## config.mk

```make
export PLATFORM = sky130hd
export DESIGN_NAME = column_assembler
export DESIGN_NICKNAME = d
export VERILOG_FILES = /design/src/rtl/column_assembler_pkg.sv /design/src/rtl/pixel_shift_fill.sv /design/src/rtl/column_assembler.sv
export SDC_FILE = /design/constraint.sdc
export NUM_CORES = 2
export LEC_CHECK = 0
export ABC_CLOCK_PERIOD_IN_PS = 2980
export CORE_MARGIN = 5
export CORE_UTILIZATION = 30
export CTS_CLUSTER_SIZE = 12
export DETAILED_ROUTE_END_ITERATION = 7
export PLACE_DENSITY_LB_ADDON = 0.2
export SYNTH_ARGS = -nofsm -noshare
export SYNTH_HDL_FRONTEND = slang
export SYNTH_SLANG_ARGS = --single-unit
```

## constraint.sdc

```tcl
create_clock -name clock -period 2.98 [get_ports clock]
set_input_delay 0.894 -clock clock [delete_from_list [all_inputs] [get_ports clock]]
set_output_delay 0.894 -clock clock [all_outputs]
set_load 0.01 [all_outputs]
```

## src/rtl/column_assembler_pkg.sv

```systemverilog
// Shared definitions for the column assembler and the convolution stage:
// image geometry defaults and the frame sequencer / hold state encodings.
package column_assembler_pkg;

    // Image geometry defaults, common with the convolution stage.
    localparam int unsigned ImgHeightDefault = 120;
    localparam int unsigned ImgNbDefault     = 7;
    localparam int unsigned ImgWidthDefault  = 160;

    // Frame sequencer: left pad column, data columns, right pad column.
    typedef enum logic [1:0] {
        SeqPadL = 2'd0,
        SeqData = 2'd1,
        SeqPadR = 2'd2
    } seq_state_t;

    // Hold register occupancy.
    typedef enum logic {
        HoldEmpty = 1'b0,
        HoldFull  = 1'b1
    } hold_state_t;

    // Counter width that stays legal for a range of a single value.
    function automatic int unsigned cnt_width(input int unsigned range);
        return (range > 1) ? $clog2(range) : 1;
    endfunction

endpackage

```

## src/rtl/pixel_shift_fill.sv

```systemverilog
// Fill register for one image column: pixels arrive serially, top row first,
// and are stored bit-exact at the slot given by the pixel counter. Row 0 sits
// in the MSB slice. The register is marked full after the last row and stays
// full until the sequencer takes it.
module pixel_shift_fill
    import column_assembler_pkg::*;
#(
    parameter int unsigned IMG_HEIGHT = ImgHeightDefault,
    parameter int unsigned IMG_NB     = ImgNbDefault
) (
    input  logic                         clock,
    input  logic                         i_reset,
    input  logic [IMG_NB-1:0]            i_pixel,
    input  logic                         i_valid,
    input  logic                         i_take,
    output logic                         o_ready,
    output logic                         o_full,
    output logic [IMG_HEIGHT*IMG_NB-1:0] o_fill
);

    localparam int unsigned CntW = cnt_width(IMG_HEIGHT);
    localparam logic [CntW-1:0] LastRow = CntW'(IMG_HEIGHT - 1);

    logic [IMG_HEIGHT*IMG_NB-1:0] fill_q, fill_d;
    logic [CntW-1:0]              cnt_q, cnt_d;
    logic                         full_q, full_d;
    logic                         accept;

    // A take in this cycle empties the register, so a pixel may land at slot 0
    // in the same cycle without stalling the stream.
    assign o_ready = ~full_q | i_take;
    assign accept  = i_valid & o_ready;
    assign o_full  = full_q;
    assign o_fill  = fill_q;

    // Next-state: slot write, counter advance and full flag.
    always_comb begin
        fill_d = fill_q;
        cnt_d  = cnt_q;
        full_d = full_q;
        if (i_take) begin
            full_d = 1'b0;
        end
        if (accept) begin
            for (int s = 0; s < int'(IMG_HEIGHT); s++) begin
                if (cnt_q == CntW'(s)) begin
                    fill_d[(int'(IMG_HEIGHT) - s) * int'(IMG_NB) - 1 -: IMG_NB] = i_pixel;
                end
            end
            if (cnt_q == LastRow) begin
                cnt_d  = '0;
                full_d = 1'b1;
            end else begin
                cnt_d = cnt_q + CntW'(1);
            end
        end
    end

    // State register with synchronous reset; partial columns are discarded.
    always_ff @(posedge clock) begin
        if (i_reset) begin
            fill_q <= '0;
            cnt_q  <= '0;
            full_q <= 1'b0;
        end else begin
            fill_q <= fill_d;
            cnt_q  <= cnt_d;
            full_q <= full_d;
        end
    end

endmodule

```

## src/rtl/column_assembler.sv

```systemverilog
// Column assembler: collects a serial pixel stream into columns and presents
// them, framed by a zero column on each side, to the convolution stage. The
// fill register (sub-module) collects pixels; the hold register drives o_col.
// Every load of the hold register pulses o_control; the right pad column also
// pulses o_frame_end.
module column_assembler
    import column_assembler_pkg::*;
#(
    parameter int unsigned IMG_HEIGHT = ImgHeightDefault,
    parameter int unsigned IMG_NB     = ImgNbDefault,
    parameter int unsigned IMG_WIDTH  = ImgWidthDefault
) (
    input  logic                         clock,
    input  logic                         i_reset,
    input  logic [IMG_NB-1:0]            i_pixel,
    input  logic                         i_valid,
    output logic                         o_ready,
    output logic [IMG_HEIGHT*IMG_NB-1:0] o_col,
    output logic                         o_control,
    output logic                         o_col_pad,
    output logic                         o_frame_end,
    input  logic                         i_col_ack
);

    localparam int unsigned ColBits = IMG_HEIGHT * IMG_NB;
    localparam int unsigned ColW    = cnt_width(IMG_WIDTH);
    localparam logic [ColW-1:0] LastCol = ColW'(IMG_WIDTH - 1);

    seq_state_t   seq_q, seq_d;
    hold_state_t  hold_q, hold_d;
    logic [ColBits-1:0] col_q, col_d;
    logic [ColW-1:0]    col_cnt_q, col_cnt_d;
    logic         pad_q, pad_d;
    logic         control_q, control_d;
    logic         frame_end_q, frame_end_d;

    logic               take;
    logic               fill_full;
    logic [ColBits-1:0] fill_col;
    logic               hold_free;

    pixel_shift_fill #(
        .IMG_HEIGHT (IMG_HEIGHT),
        .IMG_NB     (IMG_NB)
    ) u_fill (
        .clock   (clock),
        .i_reset (i_reset),
        .i_pixel (i_pixel),
        .i_valid (i_valid),
        .i_take  (take),
        .o_ready (o_ready),
        .o_full  (fill_full),
        .o_fill  (fill_col)
    );

    // An ack in the same cycle frees the hold register for a new load.
    assign hold_free = (hold_q == HoldEmpty) | i_col_ack;

    // Sequencer next-state: pad / data loads into hold and hold occupancy.
    always_comb begin
        seq_d       = seq_q;
        hold_d      = hold_q;
        col_d       = col_q;
        col_cnt_d   = col_cnt_q;
        pad_d       = pad_q;
        control_d   = 1'b0;
        frame_end_d = 1'b0;
        take        = 1'b0;

        unique case (seq_q)
            SeqPadL: begin
                if (hold_free) begin
                    col_d     = '0;
                    pad_d     = 1'b1;
                    control_d = 1'b1;
                    hold_d    = HoldFull;
                    seq_d     = SeqData;
                end
            end
            SeqData: begin
                if (hold_free && fill_full) begin
                    col_d     = fill_col;
                    pad_d     = 1'b0;
                    control_d = 1'b1;
                    hold_d    = HoldFull;
                    take      = 1'b1;
                    if (col_cnt_q == LastCol) begin
                        col_cnt_d = '0;
                        seq_d     = SeqPadR;
                    end else begin
                        col_cnt_d = col_cnt_q + ColW'(1);
                    end
                end
            end
            SeqPadR: begin
                if (hold_free) begin
                    col_d       = '0;
                    pad_d       = 1'b1;
                    control_d   = 1'b1;
                    frame_end_d = 1'b1;
                    hold_d      = HoldFull;
                    seq_d       = SeqPadL;
                end
            end
            default: begin
                seq_d = SeqPadL;
            end
        endcase

        // Ack without a competing load releases the hold; a load always wins.
        if (!control_d && i_col_ack && (hold_q == HoldFull)) begin
            hold_d = HoldEmpty;
        end
    end

    // State and output registers with synchronous reset.
    always_ff @(posedge clock) begin
        if (i_reset) begin
            seq_q       <= SeqPadL;
            hold_q      <= HoldEmpty;
            col_q       <= '0;
            col_cnt_q   <= '0;
            pad_q       <= 1'b0;
            control_q   <= 1'b0;
            frame_end_q <= 1'b0;
        end else begin
            seq_q       <= seq_d;
            hold_q      <= hold_d;
            col_q       <= col_d;
            col_cnt_q   <= col_cnt_d;
            pad_q       <= pad_d;
            control_q   <= control_d;
            frame_end_q <= frame_end_d;
        end
    end

    assign o_col       = col_q;
    assign o_control   = control_q;
    assign o_col_pad   = pad_q;
    assign o_frame_end = frame_end_q;

endmodule

```

==> key figures <==
Outcome
  • Status: complete, no violations

Power and ir drop
  • Sequential share of power: 48.4%
  • VDD IR max: 0.000568 V
  • Clock power frac: 48.0%
  • Leakage: 32.8 nW
  • Design Power: 47.1 mW
  • Gate power share: 3.6%
  • Sw frac: 23.2%
  • Switching pwr: 10.9 mW
  • Pwr dens: 585 mW/mm²
  • Internal cell power: 36.1 mW

Die
  • Placement Rows: 167
  • Die Width: 465 µm
  • Starting Density: 30.1%
  • Core Area: 0.207 mm²
  • Num ports: 855
  • DIE AREA: 0.216 mm²
  • Height of the die: 465 µm

Place
  • PortBufs: 854
  • Routability cong.: 0.761
  • Post-place instance area: 0.0745 mm²
  • Placed insts: 9084
  • Post-DP HPWL: 146000 µm

Critical path
  • Critical Path RT: 2.09 ns
  • Crit-path cells: clkdlybuf4s50_1
  • Crit path max-delay family: buffers and inverters
  • CP arrival: 1.92 ns
  • Critical Path End Type: output port
  • CP Max Fanout: 2
  • Buf/Inv on CP: 1
  • Worst path slowest cell: clkdlybuf4s50_1
  • Crit path launch type: flip-flop
  • CP peak stage delay: 0.62 ns
  • Setup Crit Path Kind: flip-flop to output port

Finish
  • Commonest non-fill, non-tap cell in the layout: dfxtp_1
  • Fraction of layout cells with a size suffix above 1: 9.62%
  • Area growth syn-to-layout: 29.5%
  • Final #Nets: 6585
  • Fin area: 0.0804 mm²
  • Final Non-Filler Cells: 9413
  • Most frequent cells in the layout: dfxtp_1 (1699), nor2_1 (854), clkdlybuf4s50_1 (850)
  • Utilization after layout: 38.9%
  • Fillers: 20.0k

Clock network
  • Worst skew pair latency: 0.83 ns
  • H-tree Lvls: 4
  • CTS tree: yes
  • Root Buffer Master: clkbuf_16
  • Inserted Clock Buffers: 186
  • CTS clk-pin slew, worst paths: 0.06 ns
  • Post-CTS Hold Buffers: 0
  • TritonCTS sink count: 1702
  • Clk buf depth: 3

Synthesis
  • Syn Inst Count: 5829
  • Synth unique cells: 46
  • Number of synthesized flops with an enable pin: 0
  • Sequential share of the synthesized area: 54.8%
  • Seq cells post-synth: 1702
  • Post-synthesis cell area: 0.0621 mm²
  • Synth Flop Type: dfxtp_1
  • Synth warnings: 0
  • Avg Cell Area, Syn: 10.7 µm²
  • Post-Syn Nets: 5845
  • FFs w/ async S/R, synth: 0%

Run
  • Max-cap violations: 0

Routing
  • Post-detailed-route count of antenna-violating nets: 0
  • Vias: 45.9k
  • Via/cell ratio: 4.87
  • DRT Pass-1 Iters: 6
  • Drt first-iter violations: 3754
  • Wirelength per Cell: 23.7 µm
  • Post-route DRC: 0
  • Post-Route WL: 224000 µm

Timing
  • FMAX: 0.356 GHz
  • Worst-margin pin slew: 0.994 ns
  • RSZ-0062 raised after global routing: no
  • Worst Skew: 0.0445 ns
  • Slew Limit Fails: 0
  • Tmin final: 2.81 ns
  • Rel. slew slack: 33.7%
  • Final setup fails: 0
  • Final count of hold timing violations: 0
  • Fin crit share: 94.3%

Min path
  • Worst hold path class: primary input to flip-flop

Global route
  • Initial antenna violation count: 3
  • Gr usage total: 19.8%
  • First-pass GRT wire length: 322000 µm
  • GRT Residual Overflow: 0
  • Vias in the first global route: 45.0k
  • Largest net degree at the start of global routing: 145
cell type report:
| class | count | area [µm²] | area share (%) |
|---|---|---|---|
| clock buffer | 279 | 5390 | 6.69 |
| clock inverter | 47 | 572 | 0.711 |
| tap | 2704 | 3380 | 4.21 |
| multi-input combinational | 3608 | 25700 | 32.0 |
| timing repair buffer | 1063 | 11300 | 14.0 |
| inverter | 8 | 37.5 | 0.0467 |
| sequential | 1702 | 34100 | 42.4 |
| antenna | 2 | 5.00 | 0.00622 |
power by group through the flow:
stage	clock network [mW]	registers, mW	logic (mW)
floorplan	0	23.3	0.953
global placement	0	23.3	1.70
global route	24.1	22.8	1.77
detailed placement	0	23.3	1.71
finish	22.6	22.8	1.68
CTS	23.3	22.8	1.71
per-stage QoR:
| step | TNS (ns) | setup WS (ns) | hold WS (ns) |
|---|---|---|---|
| after floorplan | 0 | 0.331 | 0.449 |
| after global placement | -73.62 | -0.303 | 0.460 |
| after detailed placement | -62.19 | -0.284 | 0.465 |
| after CTS | 0 | 0.0626 | 0.258 |
| after global routing | 0 | 0.0749 | 0.302 |
| final | 0 | 0.171 | 0.364 |
logic make-up after synthesis:
kind of cell | synth area share, %
AO/OA/AOI/OAI | 10.4
AND/OR/NAND/NOR | 17.1
buffers and inverters | 3.94
adder cells (fa/ha/maj) | 0.101
multiplexers | 13.5
flip-flops | 54.8
XOR/XNOR | 0.0846
sequential cells by signal, summed over array words and instances (netlist names):
signal and cells:
o_frame_end 1, o_col 840, hold_q 1, seq_q 2
col_cnt_q 8, u_fill.o_full 1, u_fill.o_fill 840, u_fill.cnt_q 7
o_col_pad 1, o_control 1
worst paths after layout:
check	from	end	slack [ns]	cells after the start
setup / recovery	o_col[643]$_SDFFE_PP0P_	o_col[643]	0.17	1
hold / removal	i_reset	o_col[495]$_SDFFE_PP0P_	0.36	2
setup reg to reg	u_fill.cnt_q[0]$_SDFFE_PP0P_	u_fill.o_fill[374]$_SDFFE_PP0P_	0.63	5
hold reg to reg	u_fill.o_fill[21]$_SDFFE_PP0P_	u_fill.o_fill[21]$_SDFFE_PP0P_	0.47	2
metal layers:
| metal | share of wire, % | GRT usage [%] |
|---|---|---|
| met1 | 46 | 26.8 |
| met2 | 46 | 31.9 |
| met3 | 4.8 | 3.63 |
| met4 | 2.9 | 6.09 |
| met5 | 0 | 0 |
what timing repair did:
| action | CTS | global route |
|---|---|---|
| endpoints found under the setup margin | 2 | 0 |
| resized for setup | 7 | 0 |
| buffers inserted | 1 | 0 |
cell usage after synthesis (2+ instances only):
library cell | count | area, µm²
a31o_2 | 2 | 17.5
dfxtp_1 | 1702 | 34100
buf_6 | 17 | 191
clkbuf_1 | 297 | 1110
nor2b_1 | 4 | 25.0
nand2b_1 | 850 | 5320
ha_1 | 5 | 62.6
nand2_1 | 8 | 30.0
nand4_1 | 7 | 43.8
xnor2_1 | 4 | 35.0
buf_2 | 160 | 801
mux2i_1 | 840 | 8410
nor2_8 | 3 | 60.1
buf_4 | 32 | 240
nor2_4 | 3 | 33.8
or3_1 | 4 | 25.0
nand3_2 | 67 | 671
nor2_1 | 854 | 3210
nand3_4 | 52 | 911
and2_1 | 12 | 75.1
nor3_4 | 2 | 32.5
and3_1 | 7 | 43.8
buf_8 | 3 | 45.0
xor2_1 | 2 | 17.5
a22oi_1 | 841 | 6310
nand2_4 | 2 | 22.5
o21ai_0 | 5 | 25.0
inv_1 | 7 | 26.3
a21oi_1 | 10 | 50.1
nor4_1 | 4 | 25.0
nand3_1 | 6 | 30.0
nand2b_4 | 2 | 27.5
nor3_1 | 2 | 10.0
No activity file was read; power rests on OpenSTA's default activity.
